### src/rtl/wb_upsizr_pkg.sv
`default_nettype none
// ============================================================================
// Module      : wb_upsizr_pkg
// Description : Shared definitions for the Wishbone narrow-to-wide upsizer:
//               controller state encoding and a ceil(log2) helper usable in
//               constant expressions.
// Revision    : 1.0 - initial release
// ============================================================================
package wb_upsizr_pkg;

    typedef enum logic [1:0] {
        ST_IDLE  = 2'd0,
        ST_SREQ  = 2'd1,
        ST_SWAIT = 2'd2,
        ST_HACK  = 2'd3
    } state_t;

    // ceil(log2(value)); returns 0 for value <= 1.
    function automatic int clog2(input int value);
        int result;
        result = 0;
        for (int i = 0; i < 31; i++) begin
            if ((1 << i) < value) begin
                result = i + 1;
            end
        end
        return result;
    endfunction

endpackage
`default_nettype wire

### src/rtl/wb_upsizr_buf.sv
`default_nettype none
// ============================================================================
// Module      : wb_upsizr_buf
// Description : One-entry read buffer holding a full slave-width word.
//               Provides the hit compare, lane read-out, whole-word fill and
//               byte-enabled merge of a master write into one lane.
// Ports       : clk, rst_n      - clock, asynchronous active-low reset
//               i_clr          - invalidate the entry
//               i_lookup_tag   - tag to compare; o_hit = valid && match
//               i_load*        - fill tag + data, set valid
//               i_merge*       - write sel-enabled bytes into one lane
//               i_rd_lane      - lane selected onto o_rd_dat
// Revision    : 1.0 - initial release
// ============================================================================
module wb_upsizr_buf
    import wb_upsizr_pkg::*;
#(
    parameter  int MARCHBITSZ = 32,
    parameter  int SARCHBITSZ = 128,
    localparam int MADDRBITSZ = MARCHBITSZ - clog2(MARCHBITSZ / 8),
    localparam int LANEBITSZ  = clog2(SARCHBITSZ / MARCHBITSZ),
    localparam int SADDRBITSZ = MADDRBITSZ - LANEBITSZ,
    localparam int LANEW      = (LANEBITSZ > 0) ? LANEBITSZ : 1,
    localparam int NLANES     = SARCHBITSZ / MARCHBITSZ,
    localparam int MSELBITSZ  = MARCHBITSZ / 8
) (
    input  logic                  clk,
    input  logic                  rst_n,
    input  logic                  i_clr,
    input  logic [SADDRBITSZ-1:0] i_lookup_tag,
    output logic                  o_hit,
    input  logic                  i_load,
    input  logic [SADDRBITSZ-1:0] i_load_tag,
    input  logic [SARCHBITSZ-1:0] i_load_dat,
    input  logic                  i_merge,
    input  logic [LANEW-1:0]      i_merge_lane,
    input  logic [MSELBITSZ-1:0]  i_merge_sel,
    input  logic [MARCHBITSZ-1:0] i_merge_dat,
    input  logic [LANEW-1:0]      i_rd_lane,
    output logic [MARCHBITSZ-1:0] o_rd_dat
);

    logic                  r_valid;
    logic [SADDRBITSZ-1:0] r_tag;
    logic [SARCHBITSZ-1:0] r_data;

    assign o_hit = r_valid && (r_tag == i_lookup_tag);

    always_ff @(posedge clk or negedge rst_n) begin
        if (!rst_n) begin
            r_valid <= 1'b0;
            r_tag   <= '0;
            r_data  <= '0;
        end else if (i_clr) begin
            r_valid <= 1'b0;
        end else if (i_load) begin
            r_valid <= 1'b1;
            r_tag   <= i_load_tag;
            r_data  <= i_load_dat;
        end else if (i_merge) begin
            // Keep the buffered copy coherent with the write going to the slave.
            for (int l = 0; l < NLANES; l++) begin
                for (int b = 0; b < MSELBITSZ; b++) begin
                    if ((int'(i_merge_lane) == l) && i_merge_sel[b]) begin
                        r_data[l*MARCHBITSZ + b*8 +: 8] <= i_merge_dat[b*8 +: 8];
                    end
                end
            end
        end
    end

    always_comb begin
        o_rd_dat = '0;
        for (int l = 0; l < NLANES; l++) begin
            if (int'(i_rd_lane) == l) begin
                o_rd_dat = r_data[l*MARCHBITSZ +: MARCHBITSZ];
            end
        end
    end

endmodule
`default_nettype wire

### src/rtl/wb_upsizr.sv
`default_nettype none
// ============================================================================
// Module      : wb_upsizr
// Description : Wishbone bus upsizer. Bridges a narrow master onto a wide
//               slave, one outstanding request at a time, with a one-word
//               read buffer that answers repeat reads of the same wide word
//               without a slave access.
// Ports       : clk_i, rst_i   - clock, asynchronous active-low reset
//               m_wb_*         - narrow master side (request in, ack/data out)
//               s_wb_*         - wide slave side (request out, ack/data in)
// Revision    : 1.0 - initial release
// ============================================================================
module wb_upsizr
    import wb_upsizr_pkg::*;
#(
    parameter  int MARCHBITSZ = 32,
    parameter  int SARCHBITSZ = 128,
    localparam int MADDRBITSZ = MARCHBITSZ - clog2(MARCHBITSZ / 8),
    localparam int LANEBITSZ  = clog2(SARCHBITSZ / MARCHBITSZ),
    localparam int SADDRBITSZ = MADDRBITSZ - LANEBITSZ,
    localparam int LANEW      = (LANEBITSZ > 0) ? LANEBITSZ : 1,
    localparam int NLANES     = SARCHBITSZ / MARCHBITSZ,
    localparam int MSELBITSZ  = MARCHBITSZ / 8,
    localparam int SSELBITSZ  = SARCHBITSZ / 8
) (
    input  logic                  rst_i,
    input  logic                  clk_i,
    input  logic                  m_wb_cyc_i,
    input  logic                  m_wb_stb_i,
    input  logic                  m_wb_we_i,
    input  logic [MADDRBITSZ-1:0] m_wb_addr_i,
    input  logic [MSELBITSZ-1:0]  m_wb_sel_i,
    input  logic [MARCHBITSZ-1:0] m_wb_dat_i,
    output logic                  m_wb_bsy_o,
    output logic                  m_wb_ack_o,
    output logic [MARCHBITSZ-1:0] m_wb_dat_o,
    output logic                  s_wb_cyc_o,
    output logic                  s_wb_stb_o,
    output logic                  s_wb_we_o,
    output logic [SADDRBITSZ-1:0] s_wb_addr_o,
    output logic [SSELBITSZ-1:0]  s_wb_sel_o,
    output logic [SARCHBITSZ-1:0] s_wb_dat_o,
    input  logic                  s_wb_bsy_i,
    input  logic                  s_wb_ack_i,
    input  logic [SARCHBITSZ-1:0] s_wb_dat_i
);

    state_t                r_state;
    logic                  r_we;
    logic [MADDRBITSZ-1:0] r_addr;
    logic [MSELBITSZ-1:0]  r_sel;
    logic [MARCHBITSZ-1:0] r_dat;

    logic [LANEW-1:0]      w_req_lane;
    logic [LANEW-1:0]      w_in_lane;
    logic [SADDRBITSZ-1:0] w_req_tag;
    logic [SADDRBITSZ-1:0] w_in_tag;
    logic                  w_accept;
    logic                  w_buf_hit;
    logic                  w_buf_clr;
    logic                  w_buf_load;
    logic                  w_buf_merge;
    logic [MARCHBITSZ-1:0] w_buf_lane_dat;
    logic                  w_slv_active;
    logic                  w_slv_ack;
    logic                  w_hit_ack;
    logic [SSELBITSZ-1:0]  w_s_sel;
    logic [SARCHBITSZ-1:0] w_s_dat;
    logic [MARCHBITSZ-1:0] w_s_lane_dat;

    // With equal widths there is no lane field at all; lane is pinned to 0.
    generate
        if (LANEBITSZ > 0) begin : g_lane
            assign w_req_lane = r_addr[LANEBITSZ-1:0];
            assign w_in_lane  = m_wb_addr_i[LANEBITSZ-1:0];
        end else begin : g_nolane
            assign w_req_lane = 1'b0;
            assign w_in_lane  = 1'b0;
        end
    endgenerate

    assign w_req_tag = r_addr[MADDRBITSZ-1:LANEBITSZ];
    assign w_in_tag  = m_wb_addr_i[MADDRBITSZ-1:LANEBITSZ];

    assign w_accept     = m_wb_cyc_i && m_wb_stb_i && (r_state == ST_IDLE);
    assign w_slv_active = (r_state == ST_SREQ) || (r_state == ST_SWAIT);
    // A dropped master cycle suppresses any ack, including a late slave ack.
    assign w_slv_ack    = (r_state == ST_SWAIT) && m_wb_cyc_i && s_wb_ack_i;
    assign w_hit_ack    = (r_state == ST_HACK) && m_wb_cyc_i;

    assign w_buf_clr   = (r_state != ST_IDLE) && !m_wb_cyc_i;
    assign w_buf_load  = w_slv_ack && !r_we;
    assign w_buf_merge = w_accept && m_wb_we_i && w_buf_hit;

    wb_upsizr_buf #(
        .MARCHBITSZ (MARCHBITSZ),
        .SARCHBITSZ (SARCHBITSZ)
    ) u_buf (
        .clk          (clk_i),
        .rst_n        (rst_i),
        .i_clr        (w_buf_clr),
        .i_lookup_tag (w_in_tag),
        .o_hit        (w_buf_hit),
        .i_load       (w_buf_load),
        .i_load_tag   (w_req_tag),
        .i_load_dat   (s_wb_dat_i),
        .i_merge      (w_buf_merge),
        .i_merge_lane (w_in_lane),
        .i_merge_sel  (m_wb_sel_i),
        .i_merge_dat  (m_wb_dat_i),
        .i_rd_lane    (w_req_lane),
        .o_rd_dat     (w_buf_lane_dat)
    );

    // Slave-side byte enables land in the requested lane; write data is
    // replicated so the slave sees it in every lane regardless of sel.
    always_comb begin
        w_s_sel      = '0;
        w_s_dat      = '0;
        w_s_lane_dat = '0;
        for (int l = 0; l < NLANES; l++) begin
            w_s_dat[l*MARCHBITSZ +: MARCHBITSZ] = r_dat;
            if (int'(w_req_lane) == l) begin
                w_s_sel[l*MSELBITSZ +: MSELBITSZ] = r_sel;
                w_s_lane_dat = s_wb_dat_i[l*MARCHBITSZ +: MARCHBITSZ];
            end
        end
    end

    // Outputs decode from the state register, which the async reset clears
    // immediately, so every output drops to 0 as soon as reset asserts.
    assign m_wb_bsy_o  = (r_state != ST_IDLE);
    assign m_wb_ack_o  = w_slv_ack || w_hit_ack;
    assign m_wb_dat_o  = w_hit_ack                ? w_buf_lane_dat :
                         (w_slv_ack && !r_we)     ? w_s_lane_dat   : '0;
    assign s_wb_cyc_o  = w_slv_active;
    assign s_wb_stb_o  = (r_state == ST_SREQ);
    assign s_wb_we_o   = w_slv_active && r_we;
    assign s_wb_addr_o = w_slv_active ? w_req_tag : '0;
    assign s_wb_sel_o  = w_slv_active ? w_s_sel   : '0;
    assign s_wb_dat_o  = w_slv_active ? w_s_dat   : '0;

    always_ff @(posedge clk_i or negedge rst_i) begin
        if (!rst_i) begin
            r_state <= ST_IDLE;
            r_we    <= 1'b0;
            r_addr  <= '0;
            r_sel   <= '0;
            r_dat   <= '0;
        end else begin
            case (r_state)
                ST_IDLE: begin
                    if (w_accept) begin
                        r_we    <= m_wb_we_i;
                        r_addr  <= m_wb_addr_i;
                        r_sel   <= m_wb_sel_i;
                        r_dat   <= m_wb_dat_i;
                        r_state <= (!m_wb_we_i && w_buf_hit) ? ST_HACK : ST_SREQ;
                    end
                end
                ST_SREQ: begin
                    if (!m_wb_cyc_i) begin
                        r_state <= ST_IDLE;
                    end else if (!s_wb_bsy_i) begin
                        r_state <= ST_SWAIT;
                    end
                end
                ST_SWAIT: begin
                    if (!m_wb_cyc_i || s_wb_ack_i) begin
                        r_state <= ST_IDLE;
                    end
                end
                ST_HACK: begin
                    r_state <= ST_IDLE;
                end
                default: begin
                    r_state <= ST_IDLE;
                end
            endcase
        end
    end

endmodule
`default_nettype wire

### config.mk
export PLATFORM = sky130hd
export DESIGN_NAME = wb_upsizr
export DESIGN_NICKNAME = d
export VERILOG_FILES = /design/src/rtl/wb_upsizr_pkg.sv /design/src/rtl/wb_upsizr_buf.sv /design/src/rtl/wb_upsizr.sv
export SDC_FILE = /design/constraint.sdc
export NUM_CORES = 1
export LEC_CHECK = 0
export CORE_MARGIN = 1
export CORE_UTILIZATION = 30
export CTS_CLUSTER_SIZE = 14
export DETAILED_ROUTE_END_ITERATION = 10
export SLEW_MARGIN = 20
export SYNTH_ARGS = -nofsm -noshare
export SYNTH_HDL_FRONTEND = slang
export SYNTH_HIERARCHICAL = 1
export SYNTH_SLANG_ARGS = --single-unit
export TNS_END_PERCENT = 1
### constraint.sdc
create_clock -name clk_i -period 4 [get_ports clk_i]
set_input_delay 0.8 -clock clk_i [delete_from_list [all_inputs] [get_ports clk_i]]
set_output_delay 0.8 -clock clk_i [all_outputs]
set_load 0.02 [all_outputs]
# After elaboration in Yosys (flattened, before gate mapping)
# Cells that the tools add are included.
op_classes:
  eq_ne: 13
  muxes: 43
  bitwise: 1
  n_reduce_logical: 75
op_table:
  columns: ["op", "count"]
  rows:
  - ["2-to-1 mux 128 bit", 3]
  - ["2-to-1 mux 32 bit", 10]
  - ["2-to-1 mux 8 bit", 16]
  - ["AND reduction 3 bit", 17]
  - ["nonzero test 2 bit", 19]
  - ["== test 28 bit", 1]
  - ["logical AND 1 bit", 28]
  - ["2-to-1 mux 28 bit", 1]
  - ["2-to-1 mux 16 bit", 1]
  - ["2-to-1 mux 4 bit", 4]
  - ["== test 2 bit (second input constant)", 6]
  - ["2-to-1 mux 2 bit", 5]
  - ["case mux 2 bit (4 select lines)", 1]
  - ["== test 2 x 1 -> 1 bit (second input constant)", 3]
  - ["logical NOT 2 bit", 3]
  - ["AND reduction 2 bit", 2]
  - ["logical NOT 1 bit", 3]
  - ["logical OR 1 bit", 3]
  - ["!= test 3 bit (second input constant)", 1]
  - ["2-to-1 mux 1 bit", 2]
  - ["!= test 2 x 1 -> 1 bit (second input constant)", 1]
  - ["!= test 2 bit (second input constant)", 1]
  - ["NOT 1 bit", 1]
totals:
  reg_bits: 226
  input_bits: 201
  output_inout_bits: 209

# Logic depth before layout (Yosys ltp)
# Gate-level depths: netlist (run 1).
logic_depth:
  word_depth: 7
  ltp_mapped: 12
  depth_no_buf: 10

# Modules after synthesis
# Netlist (run 1), hierarchy kept.
by_module_without_submodules:
  columns: ["mod", "n_inst", "cells_each", "area_per_inst_um2", "seq_area_each_um2"]
  rows:
  - ["wb_upsizr_buf", 1, 757, 8055.2, 3928.8]
  - ["wb_upsizr", 1, 438, 5104.9, 1726.7]

# Worst setup path after synthesis (run 1)
# No wires, ideal clock.
synth_path:
  path_kind: "register to output"
  from: "register r_state[0]"
  to: "output port s_wb_dat_o[100]"
  arrival_time_ns: 1.822
  setup_slack_ns: 1.378
  stages_incl_launch_ff: 7
  path_buffers: 3
  path_cell_list: "dfrtp_1 -> inv_1 -> ha_1 -> clkbuf_1 -> clkbuf_1 -> and2_1 -> buf_4"
synth_via:
  elab_chain_cells: 3
synth_lines:
  columns: ["item", "line", "rtl"]
  rows:
  - ["start, declared", "wb_upsizr.sv:48", "state_t r_state;"]
  - ["start signal, assigned", "wb_upsizr.sv:158", "r_state <= (!m_wb_we_i && w_buf_hit) ? ST_HACK : ST_SREQ;"]
  - ["== test 2 x 1 -> 1 bit / == test 2 bit (equally long branches)", "wb_upsizr.sv:86", "assign w_slv_active = (r_state == ST_SREQ) || (r_state == ST_SWAIT);"]
  - ["logical OR 1 bit *", "wb_upsizr.sv:86", null]
  - ["net s_wb_cyc_o", "wb_upsizr.sv:37", "output logic s_wb_cyc_o,"]
  - ["2-to-1 mux 128 bit *", "wb_upsizr.sv:141", "assign s_wb_dat_o = w_slv_active ? w_s_dat : '0;"]
  - ["end, declared", "wb_upsizr.sv:42", "output logic [SARCHBITSZ-1:0] s_wb_dat_o,"]
# Mark *: on every way through the listed nets, which the timed path passes. The rest lies on a longest branch.

# Worst setup path in the final report (run 1)
layout_path:
  from: "register r_state[0]"
  to: "output port s_wb_dat_o[100]"
layout_via:
  elab_chain_cells: 3
layout_lines:
  columns: ["item", "line"]
  rows:
  - ["== test 2 x 1 -> 1 bit / == test 2 bit (equally long branches)", "wb_upsizr.sv:86"]
  - ["logical OR 1 bit *", "wb_upsizr.sv:86"]
  - ["2-to-1 mux 128 bit *", "wb_upsizr.sv:141"]
# Every way passes the cells marked *; elsewhere a longest branch is shown, timed or not.

==> results of run 1 <==
-- cell families after synthesis --
group,after synthesis,share of synthesized area
AO/OA/AOI/OAI,311,0.139
XOR/XNOR,28,0.0186
buffers and inverters,180,0.104
AND/OR/NAND/NOR,286,0.113
flip-flops,226,0.430
adder cells (fa/ha/maj),4,0.00380
multiplexers,160,0.192
-- cells in the mapped netlist, drive strengths merged, types with 4 or more instances --
library cell	n	area (sq um)
dfrtp	226	5660
buf	164	1310
a21oi	162	811
o21ai	108	661
nand2	102	383
mux2	95	1070
and2	74	463
mux4	64	1440
nor2	43	176
nor2b	35	219
a22o	32	280
xor2	19	166
clkbuf	13	50.0
and3b	9	78.8
xnor2	9	78.8
nor3b	8	75.1
a31oi	5	31.3
nor4	5	31.3
ha	4	50.1
-- through the flow --
stage / power, mW / hold WS [ps] / std cells
detailed placement: 9.22 / 465 / 2042
global placement: 9.16 / 458 / 2042
floorplan: 7.18 / 444 / 1195
CTS: 11.7 / 305 / 2087
finish: 11.5 / 297 / 2089
global route: 12.2 / 319 / 2087
-- worst register-to-register path: stages (launching register included) --
cell and delay, ps:
dfrtp_1 420, inv_1 120, ha_1 210, and4b_4 280, buf_12 410, o21ba_4 610, buf_4 160, o21ai_4 130
o21ai_0 300
-- routing by layer --
metal  global-route usage  wire length, um  part of all wire  vias up
li1                     -                -                 -     4734
met1                0.220            16500              0.42     4881
met2                0.303            19500              0.49      354
met3               0.0454             2880             0.072       64
met4               0.0385              836             0.021        6
met5                    0               46            0.0012        -
-- worst paths after layout --
| path | start | end | slack, ps | cells past startpoint |
|---|---|---|---|---|
| max | r_state[0] | s_wb_dat_o[100] | 220 | 5 |
| min | rst_i | u_buf/r_tag[10] | 300 | 1 |
| max reg2reg | r_state[0] | u_buf/r_data[60] | 1250 | 8 |
| min reg2reg | u_buf/r_data[69] | u_buf/r_data[69] | 480 | 2 |
| max in group asynchronous | rst_i | r_dat[26] | 2820 | 2 |
| min in group clk_i | u_buf/r_data[69] | u_buf/r_data[69] | 480 | 2 |
-- placed cells by master, fill, tap and decap left out, types with 2 or more instances in the layout --
cell             count
clkdlybuf4s50_1    408
dfrtp_1            224
a21oi_1            162
nand2_1            102
and2_1              73
mux4_2              64
mux2_2              56
o21ai_0             56
o21ai_1             40
nor2_1              39
mux2_1              39
nor2b_1             33
a22o_1              32
clkbuf_16           27
xor2_1              19
buf_4               16
buf_12              13
o21ai_4             10
and3b_1              9
xnor2_1              9
nor3b_1              5
a31oi_1              5
clkbuf_8             5
nor4_1               5
clkinv_2             4
clkbuf_1             4
inv_1                3
ha_1                 3
nand4_1              3
nor2_2               3
nor3b_2              3
diode_2              2
nor3_1               2
bufinv_16            2
clkinvlp_4           2
dfrtp_4              2
o21ai_2              2
-- layout make-up --
cell class	count	area, sq um
fill	4190	25200
multi-input combinational	789	6160
sequential	226	5660
timing repair buffer	439	4490
clock buffer	36	759
tap	585	732
clock inverter	9	104
inverter	3	11.3
antenna	2	5.00
-- report_power, final --
part	internal, mW	total [mW]	switching, mW
registers	2.87	3.39	0.526
clock network	1.45	2.43	0.978
logic	2.94	5.72	2.78
total	7.26	11.5	4.29
-- sequential cells by signal (all words and copies together), names as in the netlist --
name / flops
r_we: 1
u_buf/r_data: 128
u_buf/r_valid: 1
u_buf/r_tag: 28
r_addr: 30
r_sel: 4
r_dat: 32
r_state: 2
==> results_dict.tcl, run 1 <==
set metrics [dict create \
    layout_min_cycle_time_ps 3780 \
    dr.pass1.iters 4 \
    status "finished clean" \
    postCtsHoldBufs 0 \
    end_kind "output pin" \
    min_path_type "input port to asynchronous set/reset pin" \
    dp_hpwl_um 28100 \
    die_w_um 211 \
    clock_latency_ps 540 \
    io_buffers 409 \
    final_util 0.415 \
    maxSlewHeadroom 0.280 \
    gp_congestion 0.800 \
    slowest_stage "clkdlybuf4s50_1" \
    cts_sinks 226 \
    grt_max_degree 181 \
    grt_pass1_vias 10400 \
    ys_seq_elements 226 \
    fin_area_sq_mm 0.0179 \
    fp.dieH_um 211 \
    dp_slack_ps 331 \
    grt.total_usage 0.176 \
    ys_seq_area_frac 0.430 \
    areaGrowthSynthToFinish_pct 36.2 \
    gr-total-overflow 0 \
    cts_root_buf "clkbuf_16" \
    placed_cell_area_sq_mm 0.0171 \
    drt_iter0_drc 383 \
    cpPeakStageDelay_ps 640 \
    final_hold_viol_count 0 \
    syn_inst 1195 \
    grt_pass1_wl_um 60900 \
    crit_path_start_kind "register" \
    cts_setup_buffers 0 \
    rows 76 \
    finalClockSkew_ps 12.7 \
    netlist_area_sq_mm 0.0132 \
    drc 0 \
    post_cts_resized 0 \
    max_slew.worst_pin.slew_ps 1080 \
    synthFlopType "dfrtp_1" \
    crit_family "buffers and inverters" \
    cts_tree "yes" \
    period_share 0.945 \
    die_area_sq_mm 0.0447 \
    cts_buffers 27 \
    wl_per_cell_um 19.0 \
    via_count 10000 \
    initial_core_util 0.305 \
    core_area_sq_mm 0.0432 \
    ant_nets 0 \
    rsz0062_at_grt "false" \
    vias_per_cell 4.81 \
    synth_warnings 6 \
    slew_viol_final 0 \
    worstPathCellList "inv_1 > ha_2 > buf_4 > and2_1 > clkdlybuf4s50_1" \
    clock.fmax_mhz 264 \
    max-cap-violations 0 \
    cts_buffer_depth 3 \
    synth_async_sr_flop_share 1.00 \
    setup_ws_ps 218 \
    setup_viol 0 \
    htreeDepth 1 \
    syn_nets 1400 \
    ir_drop_mv 0.403 \
    cp_num_buf_inv 3 \
    synth_edf_count 0 \
    cp_max_fo 30 \
    powerDensity_mw_per_mm2 644 \
    antenna_found_initial 6 \
    nets 1691 \
    ys_types 44 \
    drive_above_1_share 0.147 \
    critPathKind "register to output pin" \
    ioPinCount 410 \
    required_ps 3200 \
    clk_pin_slew_worst_paths_ps 60 \
    arrival_ps 2980 \
    p_leak_nw 7.27 \
    avgSynthCellArea_sq_um 11.0 \
    tns_ps 0 \
    drt_wl_total_um 39700 \
]
(Power assumes the default switching activity.)
==> run 2, diff against run 1 <==
REMOVE_ABC_BUFFERS = 1   (was unset)
clock period = 4.4 ns   (was 4 ns; I/O delays follow)
==> run 2 against run 1 <==
Compared with the run above: clock-buffer cell count up 3; design area is 0.94% lower; non-clock buffer count is 11 lower; core utilization down 0.39 points; wire length is 0.27% higher; global-route usage about the same; clock skew is 9.4 ps higher; combinational power decreased by 11%; final cell count is 0.53% lower; setup slack better by 290 ps; power decreased by 9.8%; largest power group unchanged; highest routed layer unchanged.
==> results_dict.tcl, run 2 (synthesis gave the netlist of run 1 again) <==
set metrics [dict create \
    min_path_type "input port to asynchronous set/reset pin" \
    max_slew.worst_pin.slew_ps 1150 \
    ioPinCount 410 \
    via_count 10000 \
    ir_drop_mv 0.359 \
    cts_buffers 27 \
    grt_pass1_wl_um 60900 \
    final_common_cell "clkdlybuf4s50_1" \
    fp.dieH_um 211 \
    swShare 0.370 \
    cts_tree "yes" \
    cts_root_buf "clkbuf_16" \
    cts_setup_buffers 0 \
    switching_power_mw 3.85 \
    clock_latency_ps 540 \
    worstReg2RegStart "u_buf/r_tag[27]" \
    pwr-share-comb 0.489 \
    hold_slack_ps 397 \
    seqPwrFrac 0.302 \
    arrival_ps 3010 \
    max-cap-violations 0 \
    reg_top3 "u_buf/r_data: 128 flops, r_dat: 32 flops, r_addr: 30 flops" \
    initial_core_util 0.305 \
    finalClockSkew_ps 22.1 \
    grt_max_degree 181 \
    drc 0 \
    drive_above_1_share 0.141 \
    slowest_stage "dfrtp_4" \
    dp_hpwl_um 27300 \
    cp_max_fo 73 \
    gp_congestion 0.768 \
    final_hold_viol_count 0 \
    r2r_end "u_buf/r_data[25]" \
    cp_num_buf_inv 1 \
    htreeDepth 1 \
    die_area_sq_mm 0.0447 \
    post_cts_resized 0 \
    period_share 0.885 \
    crit_path_start_kind "register" \
    startpoint "r_addr[1]" \
    worstPathCellList "mux4_2 > a22o_1 > clkdlybuf4s50_1" \
    drt_iter0_drc 417 \
    ant_nets 0 \
    cts_buffer_depth 3 \
    ff2ff_setup_slack_ps 1420 \
    maxSlewHeadroom 0.234 \
    antenna_found_initial 2 \
    largest_reg_flops 128 \
    placed_cell_area_sq_mm 0.0169 \
    rows 76 \
    slew_viol_final 0 \
    setup_viol 0 \
    status "finished clean" \
    critPathKind "register to output pin" \
    clock.fmax_mhz 257 \
    powerDensity_mw_per_mm2 586 \
    areaGrowthSynthToFinish_pct 34.9 \
    clk_pin_slew_worst_paths_ps 60 \
    end_kind "output pin" \
    rsz0062_at_grt "false" \
    fin_area_sq_mm 0.0178 \
    nets 1680 \
    postCtsHoldBufs 0 \
    dr.pass1.iters 4 \
    p_leak_nw 7.19 \
    intPower_mw 6.56 \
    vias_per_cell 4.82 \
    io_buffers 409 \
    grt_pass1_vias 10500 \
    cpPeakStageDelay_ps 1180 \
    drt_wl_total_um 39800 \
    die_w_um 211 \
    crit_family "flip-flops" \
    grt.total_usage 0.175 \
    wl_per_cell_um 19.1 \
    top_register "u_buf/r_data" \
    final_cell_mix "clkdlybuf4s50_1 (408), dfrtp_1 (224), a21oi_1 (162)" \
    ff2ff_path_depth 10 \
    core_area_sq_mm 0.0432 \
    required_ps 3520 \
    clkPwrFrac 0.209 \
    cts_sinks 226 \
    gr-total-overflow 0 \
    layout_min_cycle_time_ps 3890 \
]
==> run 2: worst max-delay path by stage <==
stage,endpoint,cells after the start
final,m_wb_dat_o[1],3
after global routing,s_wb_sel_o[1],5
after CTS,m_wb_dat_o[29],4
after detailed placement,u_buf/r_data[39],11
after global placement,u_buf/r_data[37],11
after floorplan,m_wb_dat_o[30],3
==> run 2: power by group through the flow <==
stage                     clock network [mW]  registers [mW]  logic (mW)
after global routing                    2.33            3.24        5.43
after CTS                               2.25            3.15        5.16
after floorplan                            0            3.05        2.75
final                                   2.17            3.15        5.09
after global placement                     0            3.15        5.10
after detailed placement                   0            3.19        5.14
==> run 2: layout make-up <==
type                       count  area [sq um]
antenna                        2          5.00
fill                        4205         25400
clock buffer                  39           801
sequential                   226          5660
multi-input combinational    789          6160
tap                          585           732
timing repair buffer         428          4330
clock inverter                 6          55.1
inverter                       3          11.3
==> run 2: worst register-to-register path, stage by stage, from the launching register on <==
cell and delay (ps):
dfrtp_1 390, xor2_1 150, nor4_1 420, nand4_1 230, nor4_1 290, nand2_1 110
nor2_1 210, o21ba_4 440, o21ai_2 310, nand2_1 170, o21ai_0 110
==> run 2: metrics by stage <==
step	setup WS [ps]	TNS (ps)	utilization	cells	power [mW]
final	506	0	0.411	2078	10.4
after global routing	331	0	0.411	2076	11.0
after CTS	462	0	0.411	2076	10.6
after floorplan	-2700	-332940	-	1018	5.80
after detailed placement	418	0	0.391	2031	8.32
after global placement	406	0	0.391	2031	8.25
==> run 2: per-layer routing <==
metal | up-vias | GRT usage | wire (um)
li1 | 4726 | - | -
met1 | 4925 | 0.223 | 16800
met2 | 311 | 0.296 | 19100
met3 | 44 | 0.0490 | 3000
met4 | 2 | 0.0372 | 828
met5 | - | 0 | 12
